File: src/rtl/quad_encoder_speed.sv
// Multi-channel x4 quadrature decoder with a fixed-window signed speed measurement.
// Define QENC_POSITION_EN to add a free-running 32-bit absolute position output per channel.
module quad_encoder_speed #(
  parameter int N_CH        = 2,
  parameter int CNT_W       = 16,
  parameter int WINDOW      = 1000000,
  parameter int SYNC_STAGES = 2
) (
  input  logic                    clk,
  input  logic                    reset,
  input  logic [N_CH-1:0]         enc_a,
  input  logic [N_CH-1:0]         enc_b,
  input  logic                    clear,
  output logic [N_CH*CNT_W-1:0]   speed,
  output logic [N_CH-1:0]         dir,
  output logic [N_CH-1:0]         err,
  output logic [N_CH-1:0]         ovf,
  output logic                    valid
`ifdef QENC_POSITION_EN
  ,
  output logic [N_CH*32-1:0]      pos
`endif
);

  localparam int WIN_W = (WINDOW > 1) ? $clog2(WINDOW) : 1;
  localparam logic [WIN_W-1:0] WIN_LAST = WIN_W'(WINDOW - 1);
  localparam logic signed [CNT_W-1:0] ACC_MAX = {1'b0, {(CNT_W-1){1'b1}}};
  localparam logic signed [CNT_W-1:0] ACC_MIN = {1'b1, {(CNT_W-1){1'b0}}};

  logic [WIN_W-1:0] win_cnt;
  logic             win_end;

  assign win_end = (win_cnt == WIN_LAST);

  // Shared window timer; clear beats a coincident window end, so no publish then.
  always_ff @(posedge clk) begin
    if (reset) begin
      win_cnt <= '0;
      valid   <= 1'b0;
    end else begin
      valid <= win_end & ~clear;
      if (clear || win_end) begin
        win_cnt <= '0;
      end else begin
        win_cnt <= win_cnt + WIN_W'(1);
      end
    end
  end

  for (genvar i = 0; i < N_CH; i++) begin : g_ch
    logic [SYNC_STAGES-1:0]   sync_a;
    logic [SYNC_STAGES-1:0]   sync_b;
    logic [1:0]               prev_ab;
    logic [1:0]               cur_ab;
    logic                     inc;
    logic                     dec;
    logic                     bad;
    logic signed [CNT_W-1:0]  acc;
    logic signed [CNT_W-1:0]  acc_nxt;
    logic signed [CNT_W-1:0]  speed_q;
    logic                     win_err;
    logic                     win_ovf;
    logic                     err_nxt;
    logic                     ovf_nxt;
    logic                     dir_q;
    logic                     err_q;
    logic                     ovf_q;

    assign cur_ab = {sync_a[SYNC_STAGES-1], sync_b[SYNC_STAGES-1]};

    always_comb begin
      inc = 1'b0;
      dec = 1'b0;
      bad = 1'b0;
      case ({prev_ab, cur_ab})
        4'b00_10, 4'b10_11, 4'b11_01, 4'b01_00: inc = 1'b1;
        4'b10_00, 4'b11_10, 4'b01_11, 4'b00_01: dec = 1'b1;
        4'b00_11, 4'b11_00, 4'b01_10, 4'b10_01: bad = 1'b1;
        default: ;
      endcase
    end

    // Saturating window accumulator: a step that would cross a rail is dropped and flagged.
    always_comb begin
      acc_nxt = acc;
      ovf_nxt = win_ovf;
      err_nxt = win_err | bad;
      if (inc) begin
        if (acc == ACC_MAX) ovf_nxt = 1'b1;
        else                acc_nxt = acc + CNT_W'(1);
      end else if (dec) begin
        if (acc == ACC_MIN) ovf_nxt = 1'b1;
        else                acc_nxt = acc - CNT_W'(1);
      end
    end

    always_ff @(posedge clk) begin
      if (reset) begin
        sync_a  <= '0;
        sync_b  <= '0;
        prev_ab <= 2'b00;
        acc     <= '0;
        win_err <= 1'b0;
        win_ovf <= 1'b0;
        speed_q <= '0;
        dir_q   <= 1'b0;
        err_q   <= 1'b0;
        ovf_q   <= 1'b0;
      end else begin
        sync_a  <= {sync_a[SYNC_STAGES-2:0], enc_a[i]};
        sync_b  <= {sync_b[SYNC_STAGES-2:0], enc_b[i]};
        prev_ab <= cur_ab;
        if (inc)      dir_q <= 1'b1;
        else if (dec) dir_q <= 1'b0;
        if (clear) begin
          acc     <= '0;
          win_err <= 1'b0;
          win_ovf <= 1'b0;
        end else if (win_end) begin
          speed_q <= acc_nxt;
          err_q   <= err_nxt;
          ovf_q   <= ovf_nxt;
          acc     <= '0;
          win_err <= 1'b0;
          win_ovf <= 1'b0;
        end else begin
          acc     <= acc_nxt;
          win_err <= err_nxt;
          win_ovf <= ovf_nxt;
        end
      end
    end

    assign speed[i*CNT_W +: CNT_W] = speed_q;
    assign dir[i] = dir_q;
    assign err[i] = err_q;
    assign ovf[i] = ovf_q;

`ifdef QENC_POSITION_EN
    // Position ignores clear and window boundaries and wraps freely.
    logic [31:0] pos_q;

    always_ff @(posedge clk) begin
      if (reset) begin
        pos_q <= '0;
      end else if (inc) begin
        pos_q <= pos_q + 32'd1;
      end else if (dec) begin
        pos_q <= pos_q - 32'd1;
      end
    end

    assign pos[i*32 +: 32] = pos_q;
`endif
  end

endmodule

File: config.mk
export PLATFORM = sky130hd
export DESIGN_NAME = quad_encoder_speed
export DESIGN_NICKNAME = d
export VERILOG_FILES = /design/src/rtl/quad_encoder_speed.sv
export SDC_FILE = /design/constraint.sdc
export NUM_CORES = 1
export LEC_CHECK = 0
export ABC_AREA = 0
export CAP_MARGIN = 0
export CELL_PAD_IN_SITES_DETAIL_PLACEMENT = 0
export CELL_PAD_IN_SITES_GLOBAL_PLACEMENT = 1
export CORE_MARGIN = 1.5
export CORE_UTILIZATION = 45
export CTS_BUF_LIST = sky130_fd_sc_hd__clkbuf_4 sky130_fd_sc_hd__clkbuf_8
export CTS_CLUSTER_SIZE = 28
export DETAILED_ROUTE_END_ITERATION = 8
export PLACE_DENSITY = 0.91
export REMOVE_ABC_BUFFERS = 1
export SLEW_MARGIN = 5
export SYNTH_ARGS = -nofsm -noshare
export SYNTH_HDL_FRONTEND = slang
export SYNTH_SLANG_ARGS = --single-unit
File: constraint.sdc
create_clock -name clk -period 3 [get_ports clk]
set_input_delay 0.9 -clock clk [delete_from_list [all_inputs] [get_ports clk]]
set_output_delay 0.9 -clock clk [all_outputs]
set_load 0.005 [all_outputs]
After elaboration in Yosys (flattened, before gate mapping)
Index checks and enable logic that the tools add are counted.
{"block": "totals", "in_bits": 7, "word_cells": 98, "register_bits": 107, "output_inout_bits": 39}
{"block": "classes", "n_bitwise": 4, "eq_ne": 29, "n_reduce_logical": 12, "addsub": 5, "n_mux": 26}
{"operator": "$mux 16", "n": 8}
{"operator": "$eq 16x16->1 const B", "n": 4}
{"operator": "$eq 4x4->1 const B", "n": 12}
{"operator": "$add 16x2->16 const B", "n": 2}
{"operator": "$sub 16x2->16 const B", "n": 2}
{"operator": "$eq 4x3->1 const B", "n": 6}
{"operator": "$reduce_or 4->1", "n": 6}
{"operator": "$add 20x1->20 const B", "n": 1}
{"operator": "$eq 20x20->1 const B", "n": 1}
{"operator": "$mux 1", "n": 18}
{"operator": "$eq 4x2->1 const B", "n": 4}
{"operator": "$eq 4x1->1 const B", "n": 2}
{"operator": "$reduce_bool 2->1", "n": 2}
{"operator": "$reduce_or 3->1", "n": 1}
{"operator": "$or 1x1->1", "n": 2}
{"operator": "$reduce_and 2->1", "n": 1}
{"operator": "$reduce_or 2->1", "n": 1}
{"operator": "$and 1x1->1", "n": 1}
{"operator": "$logic_or 1x1->1", "n": 1}
{"operator": "$not 1->1", "n": 1}

Longest topological paths before layout
Gate-level depths: netlist of the first run.
{"block": "depth", "word_depth": 5, "depth_mapped": 8, "mapped_depth_nobuf": 7}

Worst setup path before layout of the first run
Ideal clock, no wire load.
{"block": "synth_timing", "path_type": "flip-flop to flip-flop", "startpoint": "register g_ch[0].acc[8]", "endpoint": "register g_ch[0].speed_q[13]", "slack_ns": 0.891, "setup_ns": 0.059, "synth_period_minus_slack_ns": 2.109, "required_ns": 2.941, "n_path_buf": 1, "arrival_ns": 2.050, "path_stages_with_launch": 7, "path_cell_list": "dfxtp_1 > buf_6 > or3_4 > or4_1 > or4b_1 > a32oi_1 > a22o_1"}
{"block": "synth_via", "elab_chain_cells": 4, "elab_cells_between_ends": 8, "classes_between": "2 x add/sub; 2 x eq/ne; 4 x mux"}
{"element": "start, declared", "line": "58", "rtl": "logic signed [CNT_W-1:0] acc;"}
{"element": "start signal, assigned", "line": "127", "rtl": "acc <= acc_nxt;"}
{"element": "$sub 16x2->16 or $eq 16x16->1 (tied branches)", "line": "93, 92"}
{"element": "$mux 16", "line": "92", "rtl": "if (acc == ACC_MIN) ovf_nxt = 1'b1;"}
{"element": "$mux 16", "line": "91", "rtl": "end else if (dec) begin"}
{"element": "$mux 16 *", "line": "88", "rtl": "if (inc) begin"}
{"element": "end signal, assigned", "line": "120", "rtl": "speed_q <= acc_nxt;"}
{"element": "end, declared", "line": "60", "rtl": "logic signed [CNT_W-1:0] speed_q;"}
Mark *: on every way between the ends. The rest lies on a longest branch, timed or not.
A chain may end at the register's enable or synchronous reset.

Worst setup path in the final report of the first run
{"block": "layout_timing", "startpoint": "register g_ch[0].sync_b[1]", "endpoint": "register g_ch[0].speed_q[15]"}
{"block": "layout_via", "elab_chain_cells": 5, "elab_cells_between_ends": 14, "classes_between": "8 x eq/ne; 4 x mux; 2 x reduce/logical"}
{"element": "start, declared", "line": "52", "rtl": "logic [SYNC_STAGES-1:0] sync_b;"}
{"element": "start signal, assigned", "line": "111", "rtl": "sync_b <= {sync_b[SYNC_STAGES-2:0], enc_b[i]};"}
{"element": "$eq 4x4->1 (tied with other cells)", "line": "75", "rtl": "case ({prev_ab, cur_ab})"}
{"element": "$reduce_or 4->1", "line": "75"}
{"element": "$mux 1", "line": "75"}
{"element": "$mux 16", "line": "91"}
{"element": "$mux 16 *", "line": "88"}
Marks and branches as above.

==> results_dict.tcl, run 1 <==
set metrics [dict create \
    track_usage 0.223 \
    arrival_ns 2.79 \
    core_um2 11500 \
    diodes 0 \
    crit_path_max_fanout 6 \
    wl_um 13500 \
    hpwl_um 9930 \
    post-route-period-util 0.828 \
    min_period_ns 2.48 \
    rsz0062_at_grt "no" \
    synth_top_cell_by_area "dfxtp_1" \
    cts_tree "yes" \
    io_pins 46 \
    powerDensity_nw_per_um2 443 \
    drc 0 \
    portBuffers 45 \
    insertion_delay_ns 0.40 \
    dieArea_um2 12400 \
    initial_core_util 0.462 \
    relSlewSlack 0.480 \
    start_kind "flop" \
    clk_pin_slew_ns 0.12 \
    comb_power_share 0.111 \
    async_flop_share 0 \
    cts-root-buf "clkbuf_8" \
    synthTopCellsByArea "dfxtp_1, nor3_1, nor2_1, o31ai_1, nand2_1" \
    clock-sinks 107 \
    grt_pass1_vias 4539 \
    area_growth_pct 14.4 \
    firstDrtPassIters 5 \
    irDropWorstVdd_v 0.000435 \
    most-common-layout-cells "dfxtp_1, nor3_1, nor2_1" \
    syn_inst 621 \
    layout_commonest_cell "dfxtp_1" \
    grt_max_degree 36 \
    syn_area_per_cell_um2 8.53 \
    status "complete, no violations" \
    htreeDepth 3 \
    grt-ovfl-total 0 \
    ant_nets 0 \
    switching_share 0.290 \
    drt_iter0_markers 282 \
    nFillCells 1098 \
    grt_first_pass_wirelength_um 22600 \
    vias 4775 \
    p_seq_frac 0.555 \
    fin_worst_skew_ns 0.0159 \
    timing_hold_violations_final 0 \
    synth_seq_cells 107 \
    ys.flop_type "dfxtp_1" \
    routabilityCongestion 0.968 \
    netSwitchingPower_uw 778 \
    die_w_um 112 \
    die_h_um 112 \
    synth_cell_types 62 \
    viasPerCell 5.98 \
    antenna_found_initial 0 \
    setup_violations 0 \
    clkPwrFrac 0.334 \
    ctsLongestPathBuffers 2 \
    maxCapViolCount 0 \
    cts_hold_buf 0 \
    total_leakage_power_uw 0.00205 \
    wl_per_cell_um 17.0 \
    max_freq_mhz 403 \
    min-delay-path-class "reg -> reg" \
    cts_resized 0 \
    cts_setup_buffers 0 \
    synth_top_cell_area_share 0.404 \
    synth_area_um2 5300 \
    rows 39 \
    final_util 0.529 \
    ys_seq_area_frac 0.404 \
    drive_above_1_share 0.0565 \
    maxSlewViolCount 0 \
    synth-edff-count 0 \
    cts_made_buffers 9 \
    finalPower_uw 2680 \
    yosysWarnings 0 \
    cp_data_required_time_ns 3.30 \
    endpoint_kind "flop" \
    p_int_uw 1910 \
    nets 664 \
    crit_type "reg -> reg" \
    tightest_slew_ns 0.760 \
]
## layer usage
layer | GRT usage | vias up | wire length (um)
li1 | - | 2379 | -
met1 | 0.307 | 2259 | 6330
met2 | 0.351 | 126 | 6100
met3 | 0.0544 | 11 | 908
met4 | 0.0591 | 0 | 186
met5 | 0 | - | 0
## worst max-delay path, stage by stage, from the launching register on
cell	delay, ns
dfxtp_1	0.42
xor2_1	0.52
nand3_1	0.32
nor4_1	0.61
a311oi_1	0.16
o41ai_1	0.34
## sequential cells by signal (all words and copies together) (netlist names), 4 cells and up
signal	flops
g_ch.sync_b	4
g_ch.speed_q	32
win_cnt	20
g_ch.prev_ab	4
g_ch.sync_a	4
g_ch.acc	32
## final timing paths
path,from,to,slack (ns),cells after the start
setup reg to reg,g_ch[0].sync_b[1],g_ch[0].speed_q[15],0.52,5
hold reg to reg,g_ch[0].sync_b[0],g_ch[0].sync_b[1],0.43,1
hold / removal,g_ch[0].sync_b[0],g_ch[0].sync_b[1],0.43,1
setup / recovery,g_ch[0].sync_b[1],g_ch[0].speed_q[15],0.52,5
## area by class of cell
type	count	area (um2)	share of cell area
Sequential cell	107	2140	0.353
Tap cell	143	179	0.0295
Multi-Input combinational cell	465	2950	0.487
Clock buffer	10	138	0.0227
Clock inverter	6	56.3	0.00929
Inverter	12	45.0	0.00743
Timing Repair Buffer	55	551	0.0908
## cells in the mapped netlist, types with 12 or more instances
| library cell | count |
|---|---|
| dfxtp_1 | 107 |
| nor3_1 | 57 |
| nor2_1 | 56 |
| nand2_1 | 52 |
| nand4_1 | 28 |
| o31ai_1 | 28 |
| nand3_1 | 27 |
| clkbuf_1 | 26 |
| nor4_1 | 23 |
| xor2_1 | 19 |
| nor2b_1 | 15 |
| o21a_1 | 13 |
| and3_1 | 12 |
| inv_1 | 12 |
| xnor2_1 | 12 |
## power by group through the flow
| stage | registers (uW) | clock network (uW) | logic, uW |
|---|---|---|---|
| global placement | 1520 | 0 | 287 |
| floorplan | 1510 | 0 | 206 |
| CTS | 1490 | 918 | 294 |
| global route | 1500 | 978 | 329 |
| detailed placement | 1520 | 0 | 292 |
| finish | 1490 | 897 | 298 |
## per-stage QoR
| step | hold WS, ns | setup TNS (ns) | setup slack (ns) | instances | area [um2] |
|---|---|---|---|---|---|
| 2_1_floorplan | 0.414 | -8.58 | -0.260 | 584 | 5130 |
| 3_3_place_gp | 0.420 | 0 | 0.485 | 782 | 5870 |
| 3_5_place_dp | 0.428 | 0 | 0.415 | 782 | 5870 |
| 4_1_cts | 0.435 | 0 | 0.550 | 798 | 6060 |
| 5_1_grt | 0.431 | 0 | 0.360 | 798 | 6060 |
| 6_report | 0.431 | 0 | 0.516 | 798 | 6060 |
## cell families after synthesis
| kind of cell | after synthesis | share of synthesized area |
|---|---|---|
| mux | 1 | 0.00212 |
| flops | 107 | 0.404 |
| buf+inv | 49 | 0.0411 |
| fa+ha+maj | 7 | 0.0165 |
| xor+xnor | 33 | 0.0574 |
| compound gates | 100 | 0.142 |
| simple gates | 324 | 0.336 |
(Power assumes the default switching activity.)
==> run 2: changes to the inputs <==
--- a/config.mk
+++ b/config.mk
@@ -10,11 +10,11 @@
 export CELL_PAD_IN_SITES_DETAIL_PLACEMENT = 0
 export CELL_PAD_IN_SITES_GLOBAL_PLACEMENT = 1
 export CORE_MARGIN = 1.5
-export CORE_UTILIZATION = 45
+export CORE_UTILIZATION = 41
 export CTS_BUF_LIST = sky130_fd_sc_hd__clkbuf_4 sky130_fd_sc_hd__clkbuf_8
 export CTS_CLUSTER_SIZE = 28
 export DETAILED_ROUTE_END_ITERATION = 8
-export PLACE_DENSITY = 0.91
+export PLACE_DENSITY = 0.88
 export REMOVE_ABC_BUFFERS = 1
 export SLEW_MARGIN = 5
 export SYNTH_ARGS = -nofsm -noshare
==> constraint.sdc (replaced) <==
create_clock -name clk -period 2.2 [get_ports clk]
set_input_delay 0.66 -clock clk [delete_from_list [all_inputs] [get_ports clk]]
set_output_delay 0.66 -clock clk [all_outputs]
set_load 0.005 [all_outputs]
==> results_dict.tcl, run 2 (synthesis gave the netlist of run 1 again) <==
set metrics [dict create \
    grt_max_degree 30 \
    cts_made_buffers 9 \
    fin_worst_skew_ns 0.0105 \
    crit_type "reg -> reg" \
    dpl_cell_area_um2 6380 \
    comb_power_share 0.146 \
    clk_pin_slew_ns 0.10 \
    netSwitchingPower_uw 1060 \
    wl_um 14800 \
    insertion_delay_ns 0.38 \
    tightest_slew_ns 0.596 \
    grt_first_pass_wirelength_um 23900 \
    most-common-layout-cells "dfxtp_1, buf_4, nor2_1" \
    io_pins 46 \
    vias 5042 \
    grt_pass1_vias 4842 \
    crit_path_max_fanout 3 \
    min_period_ns 2.12 \
    nets 729 \
    core_um2 12600 \
    powerDensity_nw_per_um2 563 \
    die_h_um 117 \
    portBuffers 45 \
    wl_per_cell_um 16.5 \
    viasPerCell 5.65 \
    drc 0 \
    diodes 0 \
    fin_cells 892 \
    post-route-period-util 0.966 \
    dieArea_um2 13600 \
    total_leakage_power_uw 0.00240 \
    min-delay-path-class "reg -> reg" \
    ctsLongestPathBuffers 2 \
    endpoint_kind "flop" \
    drt_iter0_markers 307 \
    clkPwrFrac 0.325 \
    ant_nets 0 \
    firstDrtPassIters 5 \
    initial_core_util 0.420 \
    status "complete, no violations" \
    htreeDepth 3 \
    cts-root-buf "clkbuf_8" \
    arrival_ns 2.46 \
    cp_data_required_time_ns 2.53 \
    area_growth_pct 28.0 \
    max_freq_mhz 471 \
    p_int_uw 2750 \
    layout_commonest_cell "dfxtp_1" \
    postLayoutCellArea_um2 6780 \
    cts_tree "yes" \
    drive_above_1_share 0.176 \
    dpl.cell_count 873 \
    track_usage 0.225 \
    hpwl_um 11200 \
    routabilityCongestion 0.965 \
    p_seq_frac 0.529 \
    switching_share 0.279 \
    irDropWorstVdd_v 0.000351 \
    maxCapViolCount 0 \
    antenna_found_initial 0 \
    die_w_um 117 \
    maxSlewViolCount 0 \
    setup_violations 0 \
    start_kind "flop" \
    top_regs "g_ch.acc x32, g_ch.speed_q x32, win_cnt x20" \
    clock-sinks 107 \
    rows 41 \
    timing_hold_violations_final 0 \
    grt-ovfl-total 0 \
    relSlewSlack 0.601 \
]
run 2: cell types whose count changed in the layout (fill, tap and decap cells not counted), moves of 2 or more:
| cell | delta |
|---|---|
| inv_8 | -2 |
| dfxtp_2 | +2 |
| nor4_2 | +5 |
| nor4_1 | -6 |
| dfxtp_4 | +2 |
| buf_4 | +64 |
| clkinvlp_4 | +2 |
| dfxtp_1 | -4 |
| nor3_1 | -3 |
| nor3_2 | +3 |
| a2111oi_0 | -2 |
run 2: stage by stage:
stage               TNS [ns]  power [uW]  hold WS (ns)   util  setup WS, ns
global placement      -0.464        2560         0.419  0.506        -0.253
floorplan             -53.38        2340         0.414      -         -1.06
finish                     0        3820         0.445  0.538        0.0753
CTS                        0        3810         0.448  0.522       0.00230
detailed placement    -0.484        2570         0.425  0.506        -0.259
global route        -0.00564        3980         0.459  0.538      -0.00489
run 2: cell type report:
class,count,area [um2]
repair buffers,120,1050
fillers,1192,5840
inverters,12,45.0
flip-flops and latches,107,2150
multi-input cells,465,3120
clock inverters,7,75.1
well taps,172,215
clock buffers,9,124
run 2: worst paths after layout:
kind / from / endpoint / slack (ns) / cells past startpoint
max reg2reg: g_ch[0].acc[7] / g_ch[0].speed_q[13] / 0.08 / 5
min reg2reg: g_ch[0].sync_a[0] / g_ch[0].sync_a[1] / 0.45 / 1
min: g_ch[0].sync_a[0] / g_ch[0].sync_a[1] / 0.45 / 1
max: g_ch[0].acc[7] / g_ch[0].speed_q[13] / 0.08 / 5
run 2: power groups by stage:
| stage | combinational, uW | sequential (uW) | clock (uW) |
|---|---|---|---|
| 2_1_floorplan | 281 | 2060 | 0 |
| 3_3_place_gp | 504 | 2060 | 0 |
| 3_5_place_dp | 508 | 2060 | 0 |
| 4_1_cts | 514 | 2020 | 1280 |
| 5_1_grt | 604 | 2020 | 1350 |
| 6_report | 556 | 2020 | 1240 |
run 2: what timing repair did:
action	in CTS	in global routing
setup endpoints to repair	2	33
resized for setup	4	30
pin swaps	0	4
setup buffers	0	3
cloned	0	0
hold buffers	0	0
run 2: routing by layer:
layer  share of wire  wire length (um)  track usage
met2            0.43              6390        0.342
met1            0.48              7130        0.311
met3           0.062               912       0.0488
met5               0                 0            0
met4           0.021               317       0.0876
run 2: critical path, cell delays in order, from the launching register on:
cell and delay, ns:
dfxtp_1 0.33, or3_4 0.42, or4_4 0.43, or4b_4 0.52, a32oi_2 0.21, a22o_1 0.16
==> run 3: changes to the inputs <==
--- a/config.mk
+++ b/config.mk
@@ -10,10 +10,11 @@
 export CELL_PAD_IN_SITES_DETAIL_PLACEMENT = 0
 export CELL_PAD_IN_SITES_GLOBAL_PLACEMENT = 1
 export CORE_MARGIN = 1.5
-export CORE_UTILIZATION = 41
+export CORE_UTILIZATION = 45
 export CTS_BUF_LIST = sky130_fd_sc_hd__clkbuf_4 sky130_fd_sc_hd__clkbuf_8
 export CTS_CLUSTER_SIZE = 28
 export DETAILED_ROUTE_END_ITERATION = 8
+export DONT_BUFFER_PORTS = 1
 export PLACE_DENSITY = 0.88
 export REMOVE_ABC_BUFFERS = 1
 export SLEW_MARGIN = 5
==> results_dict.tcl, run 3 (synthesis gave the netlist of run 1 again) <==
set metrics [dict create \
    final_util 0.540 \
    fin_worst_skew_ns 0.00905 \
    routabilityCongestion 0.951 \
    critPathMaxStageDelay_ns 0.56 \
    p_int_uw 2720 \
    drt_iter0_markers 360 \
    status "complete, no violations" \
    endpoint "g_ch[0].speed_q[13]" \
    diodes 0 \
    crit_type "reg -> reg" \
    rows 39 \
    htreeDepth 3 \
    vias 4890 \
    cts_tree "yes" \
    die_h_um 112 \
    fin_cells 815 \
    start_kind "flop" \
    fin_setup_tns_ns 0 \
    total_leakage_power_uw 0.00222 \
    maxSlewViolCount 0 \
    comb_power_share 0.135 \
    cp_num_buf_inv 0 \
    tightest_slew_ns 0.563 \
    insertion_delay_ns 0.39 \
    io_pins 46 \
    postLayoutCellArea_um2 6190 \
    ant_nets 0 \
    min-delay-path-class "in -> reg" \
    irDropWorstVdd_v 0.000405 \
    cp_slowest_cell "or4b_1" \
    r2r-start "g_ch[0].acc[7]" \
    die_w_um 112 \
    r2r_end "g_ch[0].speed_q[13]" \
    cts_hold_buf 0 \
    maxCapViolCount 0 \
    cp_data_required_time_ns 2.54 \
    layout_commonest_cell "dfxtp_1" \
    netSwitchingPower_uw 1030 \
    relSlewSlack 0.621 \
    clock-sinks 107 \
    initial_core_util 0.462 \
    antenna_found_initial 0 \
    rrSetupSlack_ns 0.08 \
    core_um2 11500 \
    min_period_ns 2.12 \
    startpoint "g_ch[0].acc[7]" \
    hpwl_um 10600 \
    wl_per_cell_um 17.6 \
    clk_pin_slew_ns 0.11 \
    p_seq_frac 0.537 \
    area_growth_pct 16.8 \
    crit_path_max_fanout 2 \
    switching_share 0.275 \
    arrival_ns 2.46 \
    cp_top_family "simple AND/OR/NAND/NOR gates" \
    dpl.cell_count 797 \
    cts-root-buf "clkbuf_8" \
    track_usage 0.239 \
    r2r_cells 5 \
    ctsLongestPathBuffers 2 \
    firstDrtPassIters 5 \
    rsz0062_at_grt "yes" \
    grt_pass1_vias 4690 \
    setup_violations 0 \
    drive_above_1_share 0.179 \
    timing_hold_violations_final 0 \
    most-common-layout-cells "dfxtp_1, buf_4, nor2_1" \
    clkPwrFrac 0.328 \
    nets 681 \
    post-route-period-util 0.962 \
    powerDensity_nw_per_um2 607 \
    max_freq_mhz 472 \
    viasPerCell 6.00 \
    top_regs "g_ch.acc x32, g_ch.speed_q x32, win_cnt x20" \
    grt_max_degree 27 \
    grt-ovfl-total 0 \
    wl_um 14400 \
    cp.depth 5 \
    portBuffers 0 \
    dpl_cell_area_um2 5850 \
    crit_chain "or3_4 > or4_1 > or4b_1 > a32oi_2 > a22o_1" \
    cts_made_buffers 9 \
    endpoint_kind "flop" \
    grt_first_pass_wirelength_um 23900 \
    drc 0 \
    dieArea_um2 12400 \
]
run 3: cell count changes in the layout (fill, tap and decap cells not counted), sizes merged:
cell / delta
buf: -3
clkinvlp: -1
clkdlybuf4s50: -45
clkinv: +1
run 3: worst reg2reg max path, delay by kind of cell, from the launching register on:
| family | cells | cell delay [ns] |
|---|---|---|
| AND/OR/NAND/NOR | 3 | 1.37 |
| AO/OA/AOI/OAI | 2 | 0.38 |
| flip-flops | 1 | 0.32 |
run 3: worst min path at each step:
stage | from | end | slack, ns | cells after the start
2_1_floorplan | g_ch[0].sync_a[0] | g_ch[0].sync_a[1] | 0.41 | 1
4_1_cts | reset | g_ch[1].sync_a[0] | 0.31 | 1
6_report | reset | g_ch[1].sync_a[0] | 0.33 | 1
5_1_grt | reset | g_ch[1].speed_q[13] | 0.31 | 1
3_5_place_dp | g_ch[1].sync_b[0] | g_ch[1].sync_b[1] | 0.43 | 1
3_3_place_gp | g_ch[1].sync_b[0] | g_ch[1].sync_b[1] | 0.42 | 1
run 3: power by group through the flow:
| stage | combinational (uW) | clock, uW | sequential, uW |
|---|---|---|---|
| after floorplan | 281 | 0 | 2060 |
| after global placement | 474 | 0 | 2060 |
| after detailed placement | 474 | 0 | 2060 |
| after CTS | 479 | 1270 | 2020 |
| after global routing | 555 | 1350 | 2030 |
| final | 507 | 1230 | 2020 |
run 3: repair_timing:
item                                    4_1_cts  5_1_grt
cloned                                        0        0
pin swaps                                     0        5
endpoints found under the setup margin        1       35
resized for setup                             1       23
buffers inserted                              0        2
run 3: metal layers:
layer / part of all wire / up-vias / global-route usage
met3: 0.061 / 20 / 0.0550
met5: 0 / - / 0
met2: 0.44 / 134 / 0.366
met4: 0.020 / 0 / 0.0920
li1: - / 2418 / -
met1: 0.48 / 2318 / 0.329
run 3: cell type report:
type / instances / area [um2]
flip-flops and latches: 107 / 2150
clock inverters: 7 / 73.8
inverters: 12 / 45.0
repair buffers: 72 / 553
clock buffers: 9 / 124
multi-input cells: 465 / 3070
fillers: 1076 / 5280
well taps: 143 / 179
run 3: stage by stage:
stage | hold slack, ns | setup slack [ns] | power, uW
global route | 0.305 | -0.0363 | 3930
global placement | 0.421 | 0.0916 | 2530
floorplan | 0.414 | -1.06 | 2340
detailed placement | 0.425 | 0.0191 | 2530
CTS | 0.312 | 0.0284 | 3760
finish | 0.331 | 0.0832 | 3760
